===== src/rtl/hazard_ctrl_pkg.sv =====
// Shared types and constants for the pipeline hazard controller.
package hazard_ctrl_pkg;

  typedef enum logic [1:0] {
    RUN   = 2'd0,
    DWAIT = 2'd1,
    ERROR = 2'd2
  } state_e;

  localparam logic [1:0] FWD_REG = 2'b00;
  localparam logic [1:0] FWD_MEM = 2'b01;
  localparam logic [1:0] FWD_WB  = 2'b10;

  // Register-number match that never fires on x0.
  function automatic logic reg_match(input logic [4:0] a, input logic [4:0] b);
    return (a != '0) && (a == b);
  endfunction

endpackage


===== src/rtl/pipeline_hazard_controller_forward_select.sv =====
// Per-operand forwarding priority unit: MEM result beats WB result beats regfile.
module forward_select
  import hazard_ctrl_pkg::*;
(
  input  logic [4:0] rs_i,
  input  logic [4:0] mem_rd_i,
  input  logic       mem_reg_write_i,
  input  logic [4:0] wb_rd_i,
  input  logic       wb_reg_write_i,
  output logic [1:0] sel_o
);

  // Pick the youngest in-flight producer of rs_i.
  always_comb begin
    sel_o = FWD_REG;
    if (mem_reg_write_i && reg_match(mem_rd_i, rs_i)) begin
      sel_o = FWD_MEM;
    end else if (wb_reg_write_i && reg_match(wb_rd_i, rs_i)) begin
      sel_o = FWD_WB;
    end
  end

endmodule


===== src/rtl/pipeline_hazard_controller.sv =====
// Central hazard sequencer: stage enables, flushes, forwarding selects,
// dmem wait-state FSM with watchdog, and saturating stall/flush counters.
module pipeline_hazard_controller
  import hazard_ctrl_pkg::*;
#(
  parameter int unsigned MAX_WAIT = 64,
  parameter int unsigned CNT_W    = 32
) (
  input  logic             clk,
  input  logic             reset,
  input  logic [4:0]       id_rs1,
  input  logic [4:0]       id_rs2,
  input  logic             id_use_rs1,
  input  logic             id_use_rs2,
  input  logic [4:0]       ex_rs1,
  input  logic [4:0]       ex_rs2,
  input  logic [4:0]       ex_rd,
  input  logic             ex_mem_read,
  input  logic [4:0]       mem_rd,
  input  logic             mem_reg_write,
  input  logic [4:0]       wb_rd,
  input  logic             wb_reg_write,
  input  logic             branch_taken,
  input  logic             imem_busy,
  input  logic             dmem_busy,
  output logic             pc_write,
  output logic             if_id_write,
  output logic             id_ex_write,
  output logic             ex_mem_write,
  output logic             mem_wb_write,
  output logic             if_id_flush,
  output logic             id_ex_flush,
  output logic [1:0]       fwd_rs1_sel,
  output logic [1:0]       fwd_rs2_sel,
  output logic             mem_timeout,
  output logic [CNT_W-1:0] stall_cnt,
  output logic [CNT_W-1:0] flush_cnt
);

  localparam int unsigned WC_W = $clog2(MAX_WAIT + 1);

  state_e             state_q, state_d;
  logic [WC_W-1:0]    wait_cnt_q, wait_cnt_d;
  logic [CNT_W-1:0]   stall_cnt_q, stall_cnt_d;
  logic [CNT_W-1:0]   flush_cnt_q, flush_cnt_d;
  logic               mem_timeout_q, mem_timeout_d;
  logic               load_use;
  logic               service;
  logic [1:0]         fwd_rs1_raw, fwd_rs2_raw;

  forward_select u_fwd_rs1 (
    .rs_i            (ex_rs1),
    .mem_rd_i        (mem_rd),
    .mem_reg_write_i (mem_reg_write),
    .wb_rd_i         (wb_rd),
    .wb_reg_write_i  (wb_reg_write),
    .sel_o           (fwd_rs1_raw)
  );

  forward_select u_fwd_rs2 (
    .rs_i            (ex_rs2),
    .mem_rd_i        (mem_rd),
    .mem_reg_write_i (mem_reg_write),
    .wb_rd_i         (wb_rd),
    .wb_reg_write_i  (wb_reg_write),
    .sel_o           (fwd_rs2_raw)
  );

  assign load_use = ex_mem_read &&
                    ((id_use_rs1 && reg_match(ex_rd, id_rs1)) ||
                     (id_use_rs2 && reg_match(ex_rd, id_rs2)));

  assign fwd_rs1_sel = reset ? FWD_REG : fwd_rs1_raw;
  assign fwd_rs2_sel = reset ? FWD_REG : fwd_rs2_raw;
  assign mem_timeout = mem_timeout_q;
  assign stall_cnt   = stall_cnt_q;
  assign flush_cnt   = flush_cnt_q;

  // Wait-state FSM next state plus Mealy enables/flushes.
  // The DWAIT exit cycle shares the RUN priority chain through 'service'.
  always_comb begin
    state_d      = state_q;
    wait_cnt_d   = wait_cnt_q;
    service      = 1'b0;
    pc_write     = 1'b0;
    if_id_write  = 1'b0;
    id_ex_write  = 1'b0;
    ex_mem_write = 1'b0;
    mem_wb_write = 1'b0;
    if_id_flush  = 1'b0;
    id_ex_flush  = 1'b0;

    case (state_q)
      RUN: begin
        if (dmem_busy) begin
          state_d    = DWAIT;
          wait_cnt_d = WC_W'(1);
        end else begin
          service = 1'b1;
        end
      end
      DWAIT: begin
        if (dmem_busy) begin
          if (wait_cnt_q == WC_W'(MAX_WAIT)) begin
            state_d = ERROR;
          end else begin
            wait_cnt_d = wait_cnt_q + WC_W'(1);
          end
        end else begin
          service    = 1'b1;
          state_d    = RUN;
          wait_cnt_d = '0;
        end
      end
      ERROR:   ;
      default: state_d = RUN;
    endcase

    if (service) begin
      {pc_write, if_id_write, id_ex_write, ex_mem_write, mem_wb_write} = '1;
      if (branch_taken) begin
        if_id_flush = 1'b1;
        id_ex_flush = 1'b1;
      end else if (load_use) begin
        pc_write    = 1'b0;
        if_id_write = 1'b0;
        id_ex_flush = 1'b1;
      end else if (imem_busy) begin
        pc_write    = 1'b0;
        if_id_flush = 1'b1;
      end
    end

    if (reset) begin
      {pc_write, if_id_write, id_ex_write, ex_mem_write, mem_wb_write} = '0;
      if_id_flush = 1'b1;
      id_ex_flush = 1'b1;
    end
  end

  // Saturating event counters and sticky watchdog flag.
  always_comb begin
    stall_cnt_d   = stall_cnt_q;
    flush_cnt_d   = flush_cnt_q;
    mem_timeout_d = mem_timeout_q | (state_d == ERROR);
    if (!pc_write && state_q != ERROR && stall_cnt_q != '1) begin
      stall_cnt_d = stall_cnt_q + CNT_W'(1);
    end
    if ((if_id_flush || id_ex_flush) && flush_cnt_q != '1) begin
      flush_cnt_d = flush_cnt_q + CNT_W'(1);
    end
  end

  // State, wait counter, counters and watchdog flag registers.
  always_ff @(posedge clk or posedge reset) begin
    if (reset) begin
      state_q       <= RUN;
      wait_cnt_q    <= '0;
      stall_cnt_q   <= '0;
      flush_cnt_q   <= '0;
      mem_timeout_q <= 1'b0;
    end else begin
      state_q       <= state_d;
      wait_cnt_q    <= wait_cnt_d;
      stall_cnt_q   <= stall_cnt_d;
      flush_cnt_q   <= flush_cnt_d;
      mem_timeout_q <= mem_timeout_d;
    end
  end

endmodule

===== config.mk =====
export PLATFORM = sky130hd
export DESIGN_NAME = pipeline_hazard_controller
export DESIGN_NICKNAME = d
export VERILOG_FILES = /design/src/rtl/hazard_ctrl_pkg.sv /design/src/rtl/pipeline_hazard_controller_forward_select.sv /design/src/rtl/pipeline_hazard_controller.sv
export SDC_FILE = /design/constraint.sdc
export NUM_CORES = 1
export LEC_CHECK = 0
export BUFFER_PORTS_ARGS = -buffer_cell sky130_fd_sc_hd__buf_4
export CORE_ASPECT_RATIO = 1.25
export CORE_UTILIZATION = 57
export CTS_CLUSTER_SIZE = 25
export DETAILED_ROUTE_END_ITERATION = 10
export PLACE_DENSITY = 0.94
export SLEW_MARGIN = 10
export SYNTH_ARGS = -nofsm -noshare
export SYNTH_HDL_FRONTEND = slang
export SYNTH_SLANG_ARGS = --single-unit

===== constraint.sdc =====
create_clock -name clk -period 8.9 [get_ports clk]
set_clock_uncertainty 0.1 [all_clocks]
set_input_delay 0.89 -clock clk [delete_from_list [all_inputs] [get_ports clk]]
set_output_delay 0.89 -clock clk [all_outputs]
set_load 0.005 [all_outputs]

# After elaboration in Yosys (flattened, before gate mapping)

Index checks and enable logic that the tools add are counted.

Flip-flop bits (word level): 74
Input port bits: 45
Output and inout bits: 76
Logic and storage cells: 86

$add $sub $neg: 3
Equal/unequal tests: 15
Multiplexer cells: 36
Bitwise logic cells: 1
Reduce and logical (&&, ||, !) cells: 26

Operators with widths:

| kind                                                                   | number |
|---|---|
| 32-bit by 1-bit adder with 32-bit output (second input constant)       | 2 |
| 32-bit != test (second input constant)                                 | 2 |
| 5-bit equality test                                                    | 6 |
| 1-bit 2-to-1 mux                                                       | 22 |
| 7-bit 2-to-1 mux                                                       | 3 |
| 2-bit 2-to-1 mux                                                       | 9 |
| 1-bit logical AND                                                      | 16 |
| 5-bit nonzero test                                                     | 3 |
| 7-bit case mux with 2 select lines                                     | 1 |
| 7-bit by 1-bit adder with 7-bit output (second input constant)         | 1 |
| 7-bit equality test (second input constant)                            | 1 |
| 2-bit case mux with 3 select lines                                     | 1 |
| 2-bit equality test (second input constant)                            | 2 |
| 2-bit != test (second input constant)                                  | 2 |
| 3-bit != test (second input constant)                                  | 1 |
| 3-bit AND reduction                                                    | 1 |
| 2-bit by 1-bit equality test with 1-bit output (second input constant) | 1 |
| 2-bit zero test                                                        | 1 |
| 1-bit logical OR                                                       | 2 |
| 2-bit nonzero test                                                     | 1 |
| 2-bit OR reduction                                                     | 1 |
| 1-bit zero test                                                        | 1 |
| 1-bit bitwise OR                                                       | 1 |

# Logic depth before layout (Yosys ltp)

Gate-level depths: netlist (run 1).

Depth after elaboration: 12
Mapped depth: 8
Mapped depth without buffers: 8

# Hierarchy

Synthesis (run 1) repeated with hierarchy kept, for this count alone.

Cells, all modules: 416
Area, all modules: 4149.0 um^2

Modules (own cells, without submodules):

| module                     | times used | cells each | area an instance (um^2) | sequential area each (um^2) |
|---|---|---|---|---|
| pipeline_hazard_controller | 1          | 376        | 3846.2                  | 1851.8 |
| forward_select             | 2          | 20         | 151.4                   | 0.0 |

# Least setup slack after synthesis (run 1)

OpenSTA, ideal clock, no wires.

Path type: input to output
Start point: input port reset
End point: output port fwd_rs1_sel[1]
Data arrival time: 3.662 ns
Required time: 7.910 ns
Path slack: 4.248 ns
Stages on the path: 5
Path buffers: 1
Path through: buf_2 > inv_1 > o211ai_1 > or4_1 > nor4_1

Cells in the longest elaborated chain, start to end: 1

RTL lines:

| element          | line                             | text |
|---|---|---|
| start, declared  | pipeline_hazard_controller.sv:10 | `input logic reset,` |
| 2-bit 2-to-1 mux | pipeline_hazard_controller.sv:73 | `assign fwd_rs1_sel = reset ? FWD_REG : fwd_rs1_raw;` |
| end, declared    | pipeline_hazard_controller.sv:33 | `output logic [1:0] fwd_rs1_sel,` |

Every way passes these cells.

# Worst setup path in the final report (run 1)

Start point: input port ex_rd[1]
End point: output port pc_write

Cells in the longest elaborated chain, start to end: 9
Elaborated cells between the ends (all ways): 13
Those cells by class: 2 x eq/ne; 4 x mux; 7 x reduce/logical

RTL lines:

| element                                                   | line                                                               | text |
|---|---|---|
| start, declared                                           | pipeline_hazard_controller.sv:17                                   | `input logic [4:0] ex_rd,` |
| 5-bit equality test or 5-bit nonzero test (tied branches) | hazard_ctrl_pkg.sv:16                                              | `return (a != '0) && (a == b);` |
| 1-bit logical AND                                         | hazard_ctrl_pkg.sv:16                                              |  |
| 1-bit logical AND, on equally long branches               | pipeline_hazard_controller.sv:70, pipeline_hazard_controller.sv:71 |  |
| 1-bit logical OR (*)                                      | pipeline_hazard_controller.sv:70                                   | `((id_use_rs1 && reg_match(ex_rd, id_rs1)) \|\|` |
| 1-bit logical AND (*)                                     | pipeline_hazard_controller.sv:69                                   | `assign load_use = ex_mem_read &&` |
| 1-bit 2-to-1 mux (*)                                      | pipeline_hazard_controller.sv:124                                  | `end else if (load_use) begin` |
| 1-bit 2-to-1 mux (*)                                      | pipeline_hazard_controller.sv:121                                  | `if (branch_taken) begin` |
| 1-bit 2-to-1 mux (*)                                      | pipeline_hazard_controller.sv:119                                  | `if (service) begin` |
| 1-bit 2-to-1 mux (*)                                      | pipeline_hazard_controller.sv:134                                  | `if (reset) begin` |
| end, declared                                             | pipeline_hazard_controller.sv:26                                   | `output logic pc_write,` |

Mark *: on every way between the ends. The rest lies on a longest branch, timed or not.

==> results of run 1 <==
-- cell usage in the layout (no fill, tap or decap), types with 2 or more instances in the layout --
cell type	count
a21o_1	2
a21oi_1	4
a32o_1	2
and2_1	5
and3_1	6
and3_2	2
and4_1	11
buf_4	121
clkbuf_8	9
clkinvlp_4	3
dfrtp_1	74
ha_1	4
inv_1	7
inv_6	2
mux2_2	3
nand2_1	35
nand2_2	2
nand2b_1	4
nand3_1	31
nand4_1	22
nand4_2	2
nor2_1	24
nor3_1	23
nor4_1	17
nor4_2	5
nor4_4	3
nor4b_1	4
o21ai_0	6
o21ai_2	2
or3_1	2
or4_1	5
xnor2_1	45
xor2_1	51
-- worst min path at each step --
stage / slack [ns] / end / startpoint
after detailed placement: 0.38 / mem_timeout / mem_timeout
after floorplan: 0.36 / mem_timeout / mem_timeout
after global placement: 0.36 / mem_timeout / mem_timeout
after global routing: 0.42 / mem_timeout / mem_timeout
final: 0.39 / stall_cnt[27] / stall_cnt[27]
after CTS: 0.39 / stall_cnt[27] / stall_cnt[27]
-- stage by stage --
step	hold WS, ns	cells
global route	0.419	649
detailed placement	0.378	633
CTS	0.393	649
global placement	0.358	633
finish	0.388	649
floorplan	0.365	436
-- cell families (layout without fill, tap and decap cells) --
group / after synthesis / in the layout / share of synthesized area, %
mux: 3 / 3 / 0.776
simple gates: 210 / 210 / 28.7
compound gates: 25 / 25 / 4.74
xor+xnor: 96 / 96 / 19.3
flops: 74 / 74 / 42.6
fa+ha+maj: 4 / 4 / 1.15
buf+inv: 24 / 145 / 2.76
-- worst max-delay path: stages --
cell	delay, ns
buf_4	0.12
or4_1	0.53
o21ai_2	0.20
nor2_1	0.08
a21oi_1	0.74
buf_4	0.24
-- power by group --
| group | switching, W | internal (W) | total, W |
|---|---|---|---|
| Sequential | 0.0000891 | 0.000393 | 0.000482 |
| Combinational | 0.000130 | 0.000151 | 0.000281 |
| Clock | 0.000144 | 0.000105 | 0.000250 |
| Total | 0.000364 | 0.000650 | 0.00101 |
-- final cells by class --
type | instances | area, um^2 | share of cell area, %
clock buffer | 9 | 124 | 2.26
tap | 92 | 115 | 2.10
sequential | 74 | 1850 | 33.9
timing repair buffer | 121 | 908 | 16.6
inverter | 8 | 30.0 | 0.549
clock inverter | 7 | 60.1 | 1.10
multi-input combinational | 338 | 2380 | 43.5
-- state kept, by name (all words and copies together) (netlist names) --
name         cells
flush_cnt       32
mem_timeout      1
stall_cnt       32
state_q          2
wait_cnt_q       7
-- per-layer routing --
metal | GRT usage, % | vias up
met5 | 0 | -
li1 | - | 1794
met2 | 51.4 | 174
met1 | 33.4 | 1933
met4 | 11.8 | 0
met3 | 6.97 | 29
==> run summary, run 1 <==
largest net degree at the start of global routing: 76
Synth top area share: 42.6%
Setup Crit Path Kind: in -> out
reg2reg start: state_q[1]
Final Max Slew Viols: 0
Initial Util: 58.8%
I/O Buffers: 120
RSZ-0062 raised after global routing: no
Net Count, Synth: 485
CTS Hold Bufs: 0
CP required: 7.91 ns
CTS resizes: 0
worst skew pair latency: 0.36 ns
via-per-instance ratio: 6.06
total grt overflow: 0
Top Metal Used: met4
Setup Buffers After CTS: 0
initial antenna violation count: 0
Area Growth Syn to Fin: 25.7%
Synth Flop Type: dfrtp_1
CTS tree: done
total power: 0.00101 W
Tot GR Track Use: 29.1%
Filler Cells Inserted: 499
pwr/cell area: 185 nW/um^2
Syn Area/Cell: 9.98 um^2
drt pass-1 iters: 6
met1 WL: 4310 um
routed wire length: 11000 um
DP Worst Slack: 5.11 ns
final instance area: 5470 um^2
hold path depth: 1
YS warnings: 0
# H-tree levels: 3
crit path to: pc_write
synthesized flop and latch total: 74
1st-iter DRT viols: 305
Placer Congestion: 0.828
Synth cell types: 50
end of the worst register-to-register path: stall_cnt[25]
TritonCTS Sinks: 74
Lkg Pwr: 2.30 nW
Slew @ Worst Pin: 0.958 ns
max cap viols: 0
mapped cell area: 4350 um^2
crit path time final: 3.79 ns
Avg WL per Cell: 17.0 um
Worst Hold Class: reg -> reg
placed inst area: 5290 um^2
Core Rows: 35
Final period util: 42.6%
layout net count: 601
Ports: 121
Core ar.: 7400 um^2
top cells by count, synth: dfrtp_1 (74), xor2_1 (51), xnor2_1 (45)
TNS Setup: 0 ns
Chip Width: 80.2 um
# setup viols final: 0
clock tree buffer depth: 2
slew margin rel.: 36.1%
first-pass GRT wire length: 18100 um
Synth Instances: 436
sequential fraction of the synthesis area: 42.6%
vias in the first global route: 3834
Async SR Flop Fraction: 100%
crit path from: ex_rd[1]
setup ws final: 5.11 ns
routed wl met3: 608 um
die area: 7990 um^2
number of flops mapped to enable cells by yosys: 0
flop2flop setup slack: 6.31 ns
Reg2Reg Depth: 5
Startpoint Class: primary input
outcome: finished, final reports clean
Routed met2 length: 5830 um
Worst setup EP type: primary output
crit-path max FO: 12
most area-consuming cells after synthesis: dfrtp_1 (43%), xor2_1 (10%), xnor2_1 (9.1%), nand3_1 (3.6%), nand4_1 (3.2%)
maximum vdd drop: 0.139 mV
HPWL Detailed: 8050 um
cell at the root of the clock tree: clkbuf_8
die height: 99.7 um
CP arrival: 2.80 ns
Num CTS Buffers: 9
top-count cell post-synth: dfrtp_1
fin util: 73.9%
Diodes inserted: 0
Antenna Nets Post-Route: 0
largest area contributor in the netlist: dfrtp_1
layout cells sized above 1: 29.4%
# DRC: 0
Fmax: 264 MHz
Worst-path clk slew: 0.09 ns
routed vias: 3930
Final Hold Viols: 0
No activity file was read; power rests on OpenSTA's default activity.
==> inputs of run 2 (changes only) <==
--- a/config.mk
+++ b/config.mk
@@ -7,10 +7,10 @@
 export LEC_CHECK = 0
 export BUFFER_PORTS_ARGS = -buffer_cell sky130_fd_sc_hd__buf_4
 export CORE_ASPECT_RATIO = 1.25
-export CORE_UTILIZATION = 57
+export CORE_UTILIZATION = 53
 export CTS_CLUSTER_SIZE = 25
 export DETAILED_ROUTE_END_ITERATION = 10
-export PLACE_DENSITY = 0.94
+export PLACE_DENSITY = 0.89
 export SLEW_MARGIN = 10
 export SYNTH_ARGS = -nofsm -noshare
 export SYNTH_HDL_FRONTEND = slang
==> constraint.sdc (replaced) <==
create_clock -name clk -period 3.79 [get_ports clk]
set_clock_uncertainty 0.1 [all_clocks]
set_input_delay 0.379 -clock clk [delete_from_list [all_inputs] [get_ports clk]]
set_output_delay 0.379 -clock clk [all_outputs]
set_load 0.005 [all_outputs]
==> run 2 against run 1 <==
Register-to-register slack lost 5.0 ns. Design area grew 0.59%. Largest power group unchanged. Non-clock buffer count grew 1. Critical path type is now reg -> out. Count of clock-buffer cells in the layout grew 3. First-iteration DRC count shrank 50%. Sequential power grew 130%. Via count shrank 2.3%. Clock power grew 150%. Highest routed layer unchanged.
==> run summary, run 2 (synthesis gave the netlist of run 1 again) <==
outcome: finished, final reports clean
CTS Hold Bufs: 0
HPWL Detailed: 8020 um
vias in the first global route: 3771
Tot GR Track Use: 25.3%
Antenna Nets Post-Route: 0
Filler Cells Inserted: 580
CTS resizes: 0
critical-path cell list: nor3_1 -> o21ai_0 -> a21oi_1 -> buf_4 -> buf_4
maximum vdd drop: 0.305 mV
Final Max Slew Viols: 0
die height: 103 um
Num CTS Buffers: 9
cell at the root of the clock tree: clkbuf_8
most common cell after layout, fill and taps aside: buf_4
# DRC: 0
Final period util: 66.1%
# setup viols final: 0
RSZ-0062 raised after global routing: no
reg2reg start: state_q[1]
Worst setup EP type: primary output
Fmax: 399 MHz
crit path to: pc_write
critical path's top delay family: simple AND/OR/NAND/NOR gates
Slew @ Worst Pin: 0.924 ns
final cell count without fillers: 653
Final Hold Viols: 0
TritonCTS Sinks: 74
Core ar.: 7880 um^2
Startpoint Class: flip-flop
Ports: 121
Initial Util: 55.2%
largest net degree at the start of global routing: 76
worst skew pair latency: 0.34 ns
Area Growth Syn to Fin: 26.4%
Buf/Inv on CP: 2
Top cell by count, worst path: buf_4
Chip Width: 83.0 um
max cap viols: 0
most frequent cells in the layout: buf_4 (122), dfrtp_1 (74), xor2_1 (51)
clock tree buffer depth: 2
CP required: 3.31 ns
placed insts: 637
layout net count: 602
initial antenna violation count: 0
crit path time final: 2.51 ns
routed wire length: 10700 um
first-pass GRT wire length: 17500 um
Crit-path slowest cell: nor3_1
flop2flop setup slack: 1.32 ns
end of the worst register-to-register path: stall_cnt[1]
slowest stage delay, CP: 0.50 ns
Avg WL per Cell: 16.4 um
slew margin rel.: 38.4%
pwr/cell area: 437 nW/um^2
Placer Congestion: 0.835
die area: 8580 um^2
crit-path max FO: 12
layout cells sized above 1: 29.4%
1st-iter DRT viols: 154
TNS Setup: 0 ns
I/O Buffers: 120
via-per-instance ratio: 5.88
Lkg Pwr: 2.32 nW
total grt overflow: 0
Reg2Reg Depth: 5
Diodes inserted: 0
Setup Crit Path Kind: reg -> out
CP arrival: 2.03 ns
Worst Hold Class: in -> reg
CTS tree: done
Worst-path clk slew: 0.07 ns
routed vias: 3841
# H-tree levels: 3
crit path from: state_q[1]
Setup Buffers After CTS: 0
Core Rows: 36
instance count on the critical path: 5
drt pass-1 iters: 5
==> run 2: how the worst min path moves through the flow <==
stage / from / to / slack (ns) / cells past startpoint
5_1_grt: dmem_busy / wait_cnt_q[0] / 0.25 / 2
2_1_floorplan: mem_timeout / mem_timeout / 0.36 / 1
3_3_place_gp: mem_timeout / mem_timeout / 0.35 / 1
4_1_cts: dmem_busy / wait_cnt_q[0] / 0.23 / 2
6_report: dmem_busy / wait_cnt_q[0] / 0.25 / 2
3_5_place_dp: mem_timeout / mem_timeout / 0.36 / 1
==> run 2: through the flow <==
stage	area, um^2	utilization (%)	setup WS [ns]	hold slack, ns	power, W
5_1_grt	5500	69.8	1.03	0.246	0.00255
2_1_floorplan	4350	-	0.160	0.365	0.00144
6_report	5500	69.8	1.28	0.251	0.00240
3_3_place_gp	5300	67.2	1.36	0.355	0.00175
3_5_place_dp	5300	67.2	1.19	0.358	0.00180
4_1_cts	5500	69.8	1.30	0.233	0.00243
==> run 2: routing by layer <==
layer  up-vias  share of wire, %  global-route usage (%)
li1       1794                 -                       -
met1      1870                38                    28.7
met3        14               6.0                    5.71
met2       163                54                    46.5
met4         0               1.4                    10.5
met5         -                 0                       0
==> run 2: cell type report <==
type | count | area (um^2) | share of cell area [%]
clock inverter | 4 | 50.0 | 0.910
multi-input combinational | 338 | 2380 | 43.3
clock buffer | 12 | 155 | 2.82
tap | 95 | 119 | 2.16
timing repair buffer | 122 | 916 | 16.6
inverter | 8 | 30.0 | 0.546
sequential | 74 | 1850 | 33.7
==> run 2: where the power goes <==
part	switching [W]	internal (W)	total, W
Sequential	0.000200	0.000924	0.00112
Clock	0.000285	0.000340	0.000624
Combinational	0.000301	0.000355	0.000656
==> run 2: worst register-to-register path: cells and delay by family (launching register included) <==
family | cells | cell delay, ns
AO/OA/AOI/OAI | 2 | 0.77
AND/OR/NAND/NOR | 2 | 0.69
multiplexers | 1 | 0.34
flip-flops | 1 | 0.47
==> inputs of run 3 (changes only) <==
==> constraint.sdc (replaced) <==
create_clock -name clk -period 2.53 [get_ports clk]
set_clock_uncertainty 0.1 [all_clocks]
set_input_delay 0.253 -clock clk [delete_from_list [all_inputs] [get_ports clk]]
set_output_delay 0.253 -clock clk [all_outputs]
set_load 0.005 [all_outputs]
==> run 3 against run 2 <==
Count of clock-buffer cells in the layout is 2 lower. Combinational power rose by 52%. Power rose by 55%. Die area unchanged.
==> run summary, run 3 (synthesis gave the netlist of run 1 again) <==
Slew @ Worst Pin: 0.940 ns
die area: 8580 um^2
Lkg Pwr: 2.36 nW
Core Rows: 36
drt pass-1 iters: 5
Ports: 121
Antenna Nets Post-Route: 0
Avg WL per Cell: 16.0 um
I/O Buffers: 120
Fmax: 439 MHz
layout cells sized above 1: 30.9%
initial antenna violation count: 0
Crit-path slowest cell: dfrtp_1
placed insts: 645
Worst Hold Class: in -> reg
Final Hold Viols: 0
1st-iter DRT viols: 226
Setup Buffers After CTS: 0
pwr/cell area: 665 nW/um^2
Worst setup EP type: flip-flop
total grt overflow: 0
Final Max Slew Viols: 0
maximum vdd drop: 0.480 mV
Diodes inserted: 0
Filler Cells Inserted: 566
first-pass GRT wire length: 16700 um
outcome: finished, final reports clean
CP required: 2.66 ns
TritonCTS Sinks: 74
Tot GR Track Use: 24.4%
CP arrival: 2.41 ns
crit path time final: 2.28 ns
final instance area: 5610 um^2
Initial Util: 55.2%
HPWL Detailed: 7820 um
# H-tree levels: 3
# setup viols final: 0
final cell count without fillers: 661
most common cell after layout, fill and taps aside: buf_4
CTS tree: done
slew margin rel.: 37.4%
CTS resizes: 0
# DRC: 0
clock tree buffer depth: 2
Worst-path clk slew: 0.08 ns
CTS Hold Bufs: 0
layout net count: 610
die height: 103 um
routed wire length: 10600 um
Core ar.: 7880 um^2
critical-path cell list: nand4_1 -> nor4_1 -> and3_2 -> and2_1 -> buf_12 -> nor3_1 -> xor2_1
Area Growth Syn to Fin: 29.0%
vias in the first global route: 3711
crit-path max FO: 9
placed inst area: 5390 um^2
largest net degree at the start of global routing: 76
Chip Width: 83.0 um
max cap viols: 0
most frequent cells in the layout: buf_4 (129), dfrtp_1 (74), xor2_1 (51)
Startpoint Class: flip-flop
routed vias: 3882
cell at the root of the clock tree: clkbuf_8
fin util: 71.2%
via-per-instance ratio: 5.87
Num CTS Buffers: 9
TNS Setup: 0 ns
Setup Crit Path Kind: reg -> reg
RSZ-0062 raised after global routing: no
final hold slack: 0.103 ns
worst skew pair latency: 0.36 ns
Final period util: 89.9%
Placer Congestion: 0.863
slowest stage delay, CP: 0.45 ns
==> run 3: final cells by class <==
cell class	count	area (um^2)	area share [%]
Multi-Input combinational cell	338	2390	42.6
Sequential cell	74	1850	33.0
Timing Repair Buffer	130	988	17.6
Clock buffer	10	138	2.45
Tap cell	95	119	2.12
Clock inverter	6	88.8	1.58
Inverter	8	33.8	0.602
==> run 3: final timing paths <==
path | start | end | slack (ns) | cells past startpoint
max in group asynchronous | reset | flush_cnt[29] | 1.56 | 3
hold reg to reg | mem_timeout | mem_timeout | 0.38 | 1
min in group asynchronous | reset | wait_cnt_q[2] | 0.17 | 3
setup reg to reg | flush_cnt[18] | flush_cnt[19] | 0.25 | 7
hold / removal | dmem_busy | wait_cnt_q[0] | 0.10 | 2
setup / recovery | flush_cnt[18] | flush_cnt[19] | 0.25 | 7
==> run 3: metrics by stage <==
| stage | worst slack [ns] | total power, W |
|---|---|---|
| after floorplan | 0.00544 | 0.00216 |
| after global placement | 0.286 | 0.00264 |
| after detailed placement | 0.233 | 0.00270 |
| after CTS | 0.233 | 0.00375 |
| after global routing | 0.0621 | 0.00393 |
| final | 0.254 | 0.00373 |
==> run 3: worst max-delay path, delay by kind of cell, from the launching register on <==
family	cells	cell delay (ns)
XOR/XNOR	1	0.19
buffers and inverters	1	0.17
flip-flops	1	0.45
AND/OR/NAND/NOR	5	1.24
==> run 3: power by group <==
part	leakage, nW	switching [W]	total (W)	internal [W]
clock network	0.109	0.000457	0.00104	0.000583
logic	1.36	0.000456	0.00100	0.000544
registers	0.894	0.000305	0.00169	0.00138
total	2.36	0.00122	0.00373	0.00251
==> run 3: layer usage <==
| metal | wire, um | vias up | track usage (%) | part of all wire, % |
|---|---|---|---|---|
| met2 | 5500 | 174 | 43.6 | 52 |
| met4 | 186 | 0 | 9.42 | 1.8 |
| met3 | 672 | 18 | 6.90 | 6.4 |
| met5 | 0 | - | 0 | 0 |
| li1 | - | 1811 | - | - |
| met1 | 4230 | 1879 | 28.0 | 40 |
